--- config.mk ---
export PLATFORM = sky130hd
export DESIGN_NAME = tdm_demux4
export DESIGN_NICKNAME = d
export VERILOG_FILES = /design/src/rtl/tdm_demux4.sv
export SDC_FILE = /design/constraint.sdc
export NUM_CORES = 1
export LEC_CHECK = 0
export ABC_AREA = 1
export BUFFER_PORTS_ARGS = -buffer_cell sky130_fd_sc_hd__buf_2
export CORE_AREA = 3 3 40 42
export CTS_CLUSTER_DIAMETER = 120
export CTS_CLUSTER_SIZE = 24
export DETAILED_ROUTE_END_ITERATION = 10
export DIE_AREA = 0 0 43 45
export PLACE_DENSITY = 0.79
export SLEW_MARGIN = 0
export SYNTH_ARGS = -nofsm -noshare
export SYNTH_HDL_FRONTEND = slang
export SYNTH_SLANG_ARGS = --single-unit
export TNS_END_PERCENT = 30
--- constraint.sdc ---
create_clock -name clk -period 1.8 [get_ports clk]
set_clock_uncertainty 0.2 [all_clocks]
set_input_delay 0.27 -clock clk [delete_from_list [all_inputs] [get_ports clk]]
set_output_delay 0.27 -clock clk [all_outputs]
set_load 0.02 [all_outputs]
--- src/rtl/tdm_demux4.sv ---
// Four-slot TDM receiver: hunts for frame_sync, then routes samples into shadow
// registers and publishes all four channels together on each completed frame.
// Optional saturating sync-error counter enabled by defining TDM_DEMUX_ERRCNT_EN.
module tdm_demux4 #(
    parameter int DATA_W = 1
) (
    input  logic              clk,
    input  logic              rst,
    input  logic [DATA_W-1:0] din,
    input  logic              din_valid,
    input  logic              frame_sync,
    output logic [DATA_W-1:0] Y0,
    output logic [DATA_W-1:0] Y1,
    output logic [DATA_W-1:0] Y2,
    output logic [DATA_W-1:0] Y3,
    output logic              frame_valid,
    output logic              locked,
    output logic [1:0]        slot,
`ifdef TDM_DEMUX_ERRCNT_EN
    output logic [7:0]        err_cnt,
`endif
    output logic              sync_err
);

    typedef enum logic {HUNT = 1'b0, LOCK = 1'b1} state_t;

    state_t            state_r, state_s;
    logic [1:0]        slot_r, slot_s;
    logic [DATA_W-1:0] shadow0_r, shadow1_r, shadow2_r;
    logic [DATA_W-1:0] shadow0_s, shadow1_s, shadow2_s;
    logic [DATA_W-1:0] y0_r, y1_r, y2_r, y3_r;
    logic [DATA_W-1:0] y0_s, y1_s, y2_s, y3_s;
    logic              frame_valid_r, frame_valid_s;
    logic              sync_err_r, sync_err_s;

    // State, slot counter, shadow and output registers
    always_ff @(posedge clk or posedge rst) begin
        if (rst) begin
            state_r       <= HUNT;
            slot_r        <= 2'd0;
            shadow0_r     <= {DATA_W{1'b0}};
            shadow1_r     <= {DATA_W{1'b0}};
            shadow2_r     <= {DATA_W{1'b0}};
            y0_r          <= {DATA_W{1'b0}};
            y1_r          <= {DATA_W{1'b0}};
            y2_r          <= {DATA_W{1'b0}};
            y3_r          <= {DATA_W{1'b0}};
            frame_valid_r <= 1'b0;
            sync_err_r    <= 1'b0;
        end else begin
            state_r       <= state_s;
            slot_r        <= slot_s;
            shadow0_r     <= shadow0_s;
            shadow1_r     <= shadow1_s;
            shadow2_r     <= shadow2_s;
            y0_r          <= y0_s;
            y1_r          <= y1_s;
            y2_r          <= y2_s;
            y3_r          <= y3_s;
            frame_valid_r <= frame_valid_s;
            sync_err_r    <= sync_err_s;
        end
    end

    // Next-state decode: idle cycles hold everything, pulses default low
    always_comb begin
        state_s       = state_r;
        slot_s        = slot_r;
        shadow0_s     = shadow0_r;
        shadow1_s     = shadow1_r;
        shadow2_s     = shadow2_r;
        y0_s          = y0_r;
        y1_s          = y1_r;
        y2_s          = y2_r;
        y3_s          = y3_r;
        frame_valid_s = 1'b0;
        sync_err_s    = 1'b0;
        if (din_valid) begin
            case (state_r)
                HUNT: begin
                    if (frame_sync) begin
                        shadow0_s = din;
                        slot_s    = 2'd1;
                        state_s   = LOCK;
                    end else begin
                        slot_s    = 2'd0;
                    end
                end
                LOCK: begin
                    if (frame_sync && (slot_r != 2'd0)) begin
                        // Early marker: drop the partial frame and restart on this beat
                        sync_err_s = 1'b1;
                        shadow0_s  = din;
                        slot_s     = 2'd1;
                    end else if (!frame_sync && (slot_r == 2'd0)) begin
                        sync_err_s = 1'b1;
                        slot_s     = 2'd0;
                        state_s    = HUNT;
                    end else begin
                        case (slot_r)
                            2'd0: shadow0_s = din;
                            2'd1: shadow1_s = din;
                            2'd2: shadow2_s = din;
                            2'd3: begin
                                y0_s          = shadow0_r;
                                y1_s          = shadow1_r;
                                y2_s          = shadow2_r;
                                y3_s          = din;
                                frame_valid_s = 1'b1;
                            end
                            default: shadow0_s = shadow0_r;
                        endcase
                        slot_s = slot_r + 2'd1;
                    end
                end
                default: begin
                    state_s = HUNT;
                    slot_s  = 2'd0;
                end
            endcase
        end else begin
            state_s = state_r;
        end
    end

`ifdef TDM_DEMUX_ERRCNT_EN
    logic [7:0] err_cnt_r;

    // Saturating count of sync_err pulses
    always_ff @(posedge clk or posedge rst) begin
        if (rst) begin
            err_cnt_r <= 8'd0;
        end else if (sync_err_s && (err_cnt_r != 8'd255)) begin
            err_cnt_r <= err_cnt_r + 8'd1;
        end else begin
            err_cnt_r <= err_cnt_r;
        end
    end

    assign err_cnt = err_cnt_r;
`endif

    assign Y0          = y0_r;
    assign Y1          = y1_r;
    assign Y2          = y2_r;
    assign Y3          = y3_r;
    assign frame_valid = frame_valid_r;
    assign sync_err    = sync_err_r;
    assign locked      = (state_r == LOCK);
    assign slot        = slot_r;

endmodule

### Word-level counts from Yosys, hierarchy flattened

Cells that the tools add are included.

* register bits after elaboration: 12
* input port bits: 5
* output and inout port bits: 9
* logic and storage cells: 52

* add/sub/neg operators: 1
* equality and inequality tests: 6
* mux-type cells: 22
* bitwise gates (word level): 3
* reduce and logical (&&, ||, !) cells: 9

Operators with widths (number)
* 2-to-1 mux 1 bit: 17
* AND reduction 5 bit: 3
* == test 2 bit (second input constant): 2
* 2-to-1 mux 2 bit: 2
* one-hot mux 1 bit (2 select lines): 2
* one-hot mux 2 bit (2 select lines): 1
* AND reduction 4 bit: 1
* != test 3 x 1 -> 1 bit (second input constant): 1
* != test 3 bit (second input constant): 1
* NOT 1 bit: 3
* adder 2 x 1 -> 2 bit (second input constant): 1
* == test 2 x 1 -> 1 bit (second input constant): 1
* logical AND 1 bit: 2
* zero test 2 bit: 1
* != test 2 bit (second input constant): 1
* nonzero test 2 bit: 1
* zero test 1 bit: 1

### Depth between registers and ports, before layout

Gate-level depths: netlist (run 1).

* word-level depth: 6
* depth in mapped cells: 8
* depth with buffers taken out: 8

### Least setup slack after synthesis (run 1)

OpenSTA, ideal clock, no wires.

* kind: register to register
* from: register slot_r[0] (netlist: slot[0])
* to: register y0_r (netlist: Y0)
* setup time: 0.065 ns
* arrival time: 1.514 ns
* setup slack: 0.020 ns
* stages on the path, launching flop included: 8
* path through: dfrtp_1 > inv_1 > ha_1 > ha_1 > inv_1 > nor2_4 > nand3_1 > nand2_1

* cells in the longest elaborated chain, start to end: 4

Ends and longest elaborated chain
* start, declared: line 28 `logic [1:0] slot_r, slot_s;`
* start signal, assigned: line 52 `slot_r <= slot_s;`
* zero test 2 bit or nonzero test 2 bit (tied branches): line 95, 90
* logical AND 1 bit (on tied branches): line 95, 90
* NOT 1 bit (no source line)
* AND reduction 5 bit (no source line) *
* end signal, assigned: line 44 `y0_r <= {DATA_W{1'b0}};`
* end signal, assigned: line 56 `y0_r <= y0_s;`
* end, declared: line 31 `logic [DATA_W-1:0] y0_r, y1_r, y2_r, y3_r;`

Mark *: on every way between the ends. The rest lies on a longest branch, timed or not.
A chain may end at the register's enable or synchronous reset.

### Worst setup path after layout (run 1)

* from: register slot_r[1] (netlist: slot[1])
* to: register y0_r (netlist: Y0)

The elaborated chain is that of the path after synthesis.

==> flow_summary.ini, run 1 <==
[outcome]
status = completed

[floorplan]
num_io_pins = 14
row_count = 13
initial_utilization_pct = 48.7
die_w_um = 43
core-area_um2 = 1280
die_h_um = 45
dieArea_um2 = 1940

[cts]
cts_setup_buffers = 0
cts-htree-levels = 1
cts_made_buffers = 3
clock-sinks = 12
clock_latency_ns = 0.26
cts_root_buffer = clkbuf_4
path_clk_slew_ns = 0.07
cts_tree = done
cts.path.max_buffers = 2

[synth]
synth_cells = 73
syn_avg_cell_area_um2 = 8.57
syn_area_um2 = 626
synth_sequential_area_ratio_pct = 48.0
synth-seq-cells = 12
synth_warnings = 0
synth_fp_nets = 85
ys_types = 12

[sta]
relSlewSlack_pct = 70.1
finalCriticalPeriod_ns = 1.66
slew_viol_final = 0
min_period_over_period_pct = 92.1
worstMarginPinSlew_ns = 0.449
rsz0062_at_grt = no
fmax_ghz = 0.604
hold_viol_final = 0
tns_ns = 0
finalSetupViolations = 0

[worst_setup_path]
crit_top_cell = nand2_1
crit_path_max_fanout = 5
end_kind = flip-flop
critPathMaxStageDelay_ns = 0.39
r2r_start = slot[1]$_DFFE_PP0P_
cp_data_required_time_ns = 1.76
cpMaxStageDelayCell = dfrtp_1
worstPathCellList = inv_1 -> ha_1 -> ha_4 -> nand4_1 -> nand2_1 -> nand2_1
start_kind = flip-flop
critPathKind = flip-flop to flip-flop
cp.arrival_ns = 1.62
crit_start = slot[1]$_DFFE_PP0P_

[place]
postPlaceCellArea_um2 = 712
io_buffers = 13
routabilityCongestion = 0.867
dp_hpwl_um = 885

[power_and_ir_drop]
peakVddDrop_mv = 0.701
power.share.switching_pct = 44.2
p_int_w = 0.000703
combPwrFrac_pct = 51.1
switching_power_w = 0.000558
clkPwrFrac_pct = 12.3
p_seq_share_pct = 36.6
p_leak_nw = 0.441
p_per_area_nw_per_um2 = 1670

[cells_and_area]
diodes = 0
seq_area_um2 = 300
synthToLayoutAreaGrowth_pct = 21.0
fin_nets = 104
multiInputGateArea_um2 = 292
design_area_um2 = 757
n_fill_cell = 110
drive_gt1_share_pct = 22.2
final_cell_mix = nand2_1, buf_2, dfrtp_1
utilization_pct = 58.9
final_common_cell = nand2_1

[grt]
gr-usage-all-layers_pct = 13.5
grt_pass1_wl_mm = 1.91
antenna_found_initial = 0
grt-ovfl-total = 0
grt_pass1_vias = 455
grt_max_degree = 13

[drt]
via_count = 513
wl_per_cell_um = 10.8
drt-pass1-iter-count = 2
wl_mm = 1.14
drc = 0
viasPerCell = 4.89
drt_iter0_markers = 6
ant_nets = 0

[hold_path]
min_from = din
hold_path.class = primary input to flip-flop

[run]
maxCapViolations = 0
## sequential cells by signal (all words and copies together) (netlist names)
name / count
Y2: 1
shadow2_r: 1
Y3: 1
frame_valid: 1
shadow0_r: 1
sync_err: 1
slot: 2
Y0: 1
Y1: 1
locked: 1
shadow1_r: 1
## layout make-up
| cell class | count | area share, % |
|---|---|---|
| Timing Repair Buffer | 15 | 10.9 |
| Sequential cell | 12 | 39.7 |
| Tap cell | 15 | 2.48 |
| Multi-Input combinational cell | 49 | 38.5 |
| Inverter | 11 | 5.45 |
| Clock buffer | 3 | 2.98 |
## cell usage after synthesis
library cell	count	area share (%)
nor2_1	4	2.4
o22ai_1	1	1.0
nor3b_1	1	1.2
nand3_1	8	6.4
nand4_1	3	3.0
dfrtp_1	12	48
buf_2	1	0.80
ha_1	7	14
nand2_1	23	14
nand2_2	1	1.0
nor2_4	1	1.8
inv_1	11	6.6
## per-layer routing
metal,vias to the layer above,global-route usage (%),part of all wire [%]
met4,0,7.23,1.3
met5,-,0,0
met1,234,16.0,47
met3,2,3.98,6.6
met2,14,22.2,45
li1,263,-,-
## stage by stage
step / power (W) / cells / setup WS (ns) / hold WS [ns]
after floorplan: 0.000891 / 73 / 0.0204 / -0.0653
after global placement: 0.00107 / 101 / 0.154 / 0.0918
after detailed placement: 0.00108 / 101 / 0.111 / 0.0970
after CTS: 0.00125 / 105 / 0.0869 / 0.0729
after global routing: 0.00137 / 105 / 0.0251 / 0.0735
final: 0.00126 / 105 / 0.143 / 0.0801
## final timing paths
check	end	slack, ns	depth (start not counted)
max	Y0$_DFFE_PP0P_	0.14	6
min	shadow0_r$_DFFE_PP0P_	0.08	3
max reg2reg	Y0$_DFFE_PP0P_	0.14	6
min reg2reg	Y3$_DFFE_PP0P_	0.27	2
max in group asynchronous	slot[1]$_DFFE_PP0P_	0.74	3
min in group asynchronous	Y3$_DFFE_PP0P_	0.35	3
## power by group through the flow
stage / logic (W) / clock network, W / registers (W)
after floorplan: 0.000313 / 0 / 0.000578
after global placement: 0.000606 / 0 / 0.000461
after detailed placement: 0.000617 / 0 / 0.000466
after CTS: 0.000622 / 0.000165 / 0.000462
after global routing: 0.000720 / 0.000181 / 0.000474
final: 0.000645 / 0.000155 / 0.000461
## kinds of logic (layout without fill, tap and decap cells)
family	Yosys count	count (layout)	share of synthesized area [%]
and+or+nand+nor	41	41	29.6
adders and majority gates	7	7	14.0
buffers and inverters	12	29	7.40
AOI/OAI and AO/OA	1	1	1.00
DFF	12	12	48.0
## worst max-delay path, delay by kind of cell (launching register included)
family	cells	cell delay (ns)
fa+ha+maj	2	0.54
buf+inv	1	0.09
flops	1	0.39
simple gates	3	0.33
## what timing repair did
item                       4_1_cts  5_1_grt
hold buffers                     1        0
resized for setup                0        1
setup endpoints to repair        0        6
hold endpoints to repair        12        0
(Power assumes the default switching activity.)
==> run 2, diff against run 1 <==
Settings changed: RECOVER_POWER set to 50.
==> flow_summary.ini, run 2 (synthesis results as in run 1) <==
[worst_setup_path]
cp.arrival_ns = 1.62
reg2reg_slack_ns = 0.14
start_kind = flip-flop
end_kind = flip-flop
r2r_cells = 6
cp_data_required_time_ns = 1.76
critPathKind = flip-flop to flip-flop
r2r-end = Y0$_DFFE_PP0P_
crit_path_max_fanout = 5
r2r_start = slot[1]$_DFFE_PP0P_
crit_start = slot[1]$_DFFE_PP0P_

[floorplan]
initial_utilization_pct = 48.7
die_w_um = 43
core-area_um2 = 1280
die_h_um = 45
row_count = 13
num_io_pins = 14
dieArea_um2 = 1940

[grt]
grt_pass1_wl_mm = 1.91
grtUsageMet2_pct = 22.2
antenna_found_initial = 0
gr-usage-all-layers_pct = 13.5
met1_usage_pct = 16.0
grt_pass1_vias = 455
grt_max_degree = 13
grt-ovfl-total = 0
busiest_layer = met2
grt.met3_usage_pct = 3.98

[sta]
min_period_over_period_pct = 92.0
finalSetupViolations = 0
hold_viol_final = 0
fmax_ghz = 0.604
worstMarginPinSlew_ns = 0.448
relSlewSlack_pct = 70.1
fin_hold_ws_ns = 0.0801
rsz0062_at_grt = no
slew_viol_final = 0
finalCriticalPeriod_ns = 1.66
tns_ns = 0

[hold_path]
whs_endpoint = shadow0_r$_DFFE_PP0P_
min_path_cells = 3
hold_path.class = primary input to flip-flop
min_from = din

[cts]
cts_tree = done
cts_root_buffer = clkbuf_4
cts.path.max_buffers = 2
clock_latency_ns = 0.26
clock-sinks = 12
cts_made_buffers = 3
cts-htree-levels = 1
path_clk_slew_ns = 0.07

[drt]
wl_mm = 1.14
via_count = 512
wl_per_cell_um = 10.9
ant_nets = 0
drt_iter0_markers = 7
viasPerCell = 4.88
drt-pass1-iter-count = 2
drc = 0

[power_and_ir_drop]
peakVddDrop_mv = 0.701
p_total_w = 0.00126
p_leak_nw = 0.429
p_per_area_nw_per_um2 = 1670

[run]
maxCapViolations = 0

[cells_and_area]
diodes = 0
largest_reg_flops = 2
final_common_cell = nand2_1
drive_gt1_share_pct = 18.9
final_cell_mix = nand2_1, dfrtp_1, inv_1
fin_nets = 104
synthToLayoutAreaGrowth_pct = 20.4

[outcome]
status = completed

[place]
dp_hpwl_um = 885
routabilityCongestion = 0.867
io_buffers = 13
run 2: what timing repair did:
action,in CTS,in global routing
buffers inserted,0,0
gates resized for setup,0,1
hold endpoints to repair,12,0
setup endpoints to repair,0,6
hold buffers,1,0
run 2: how the worst max path moves through the flow:
stage | slack [ns] | cells past startpoint | to
finish | 0.14 | 6 | Y0$_DFFE_PP0P_
global route | 0.03 | 7 | Y0$_DFFE_PP0P_
CTS | 0.09 | 7 | shadow1_r$_DFFE_PP0P_
detailed placement | 0.11 | 7 | Y3$_DFFE_PP0P_
global placement | 0.15 | 7 | Y1$_DFFE_PP0P_
floorplan | 0.02 | 7 | Y0$_DFFE_PP0P_
run 2: where the power goes:
group / internal, W / leakage, nW / switching, W
registers: 0.000382 / 0.153 / 0.0000798
logic: 0.000238 / 0.262 / 0.000401
clock network: 0.0000773 / 0.0138 / 0.0000779
run 2: stage by stage:
stage | area (µm²) | util (%) | std cells | setup slack (ns)
finish | 753 | 58.6 | 105 | 0.143
global route | 753 | 58.6 | 105 | 0.0251
CTS | 744 | 57.9 | 105 | 0.0869
detailed placement | 712 | 55.4 | 101 | 0.111
global placement | 712 | 55.4 | 101 | 0.154
floorplan | 626 | - | 73 | 0.0204
run 2: layout make-up:
| cell class | count | area, µm² |
|---|---|---|
| Fill cell | 111 | 532 |
| Inverter | 11 | 41.3 |
| Sequential cell | 12 | 300 |
| Tap cell | 15 | 18.8 |
| Clock buffer | 3 | 22.5 |
| Multi-Input combinational cell | 49 | 292 |
| Timing Repair Buffer | 15 | 78.8 |
run 2: metal layers:
| metal | wire (µm) | up-vias |
|---|---|---|
| met5 | 0 | - |
| met4 | 15 | 0 |
| met3 | 77 | 2 |
| met2 | 514 | 14 |
| met1 | 532 | 232 |
| li1 | - | 264 |
run 2: worst max-delay path, stage by stage (launching register included):
cell     delay, ns
dfrtp_1       0.39
inv_1         0.09
ha_1          0.24
ha_4          0.30
nand4_1       0.17
nand2_1       0.11
nand2_1       0.05
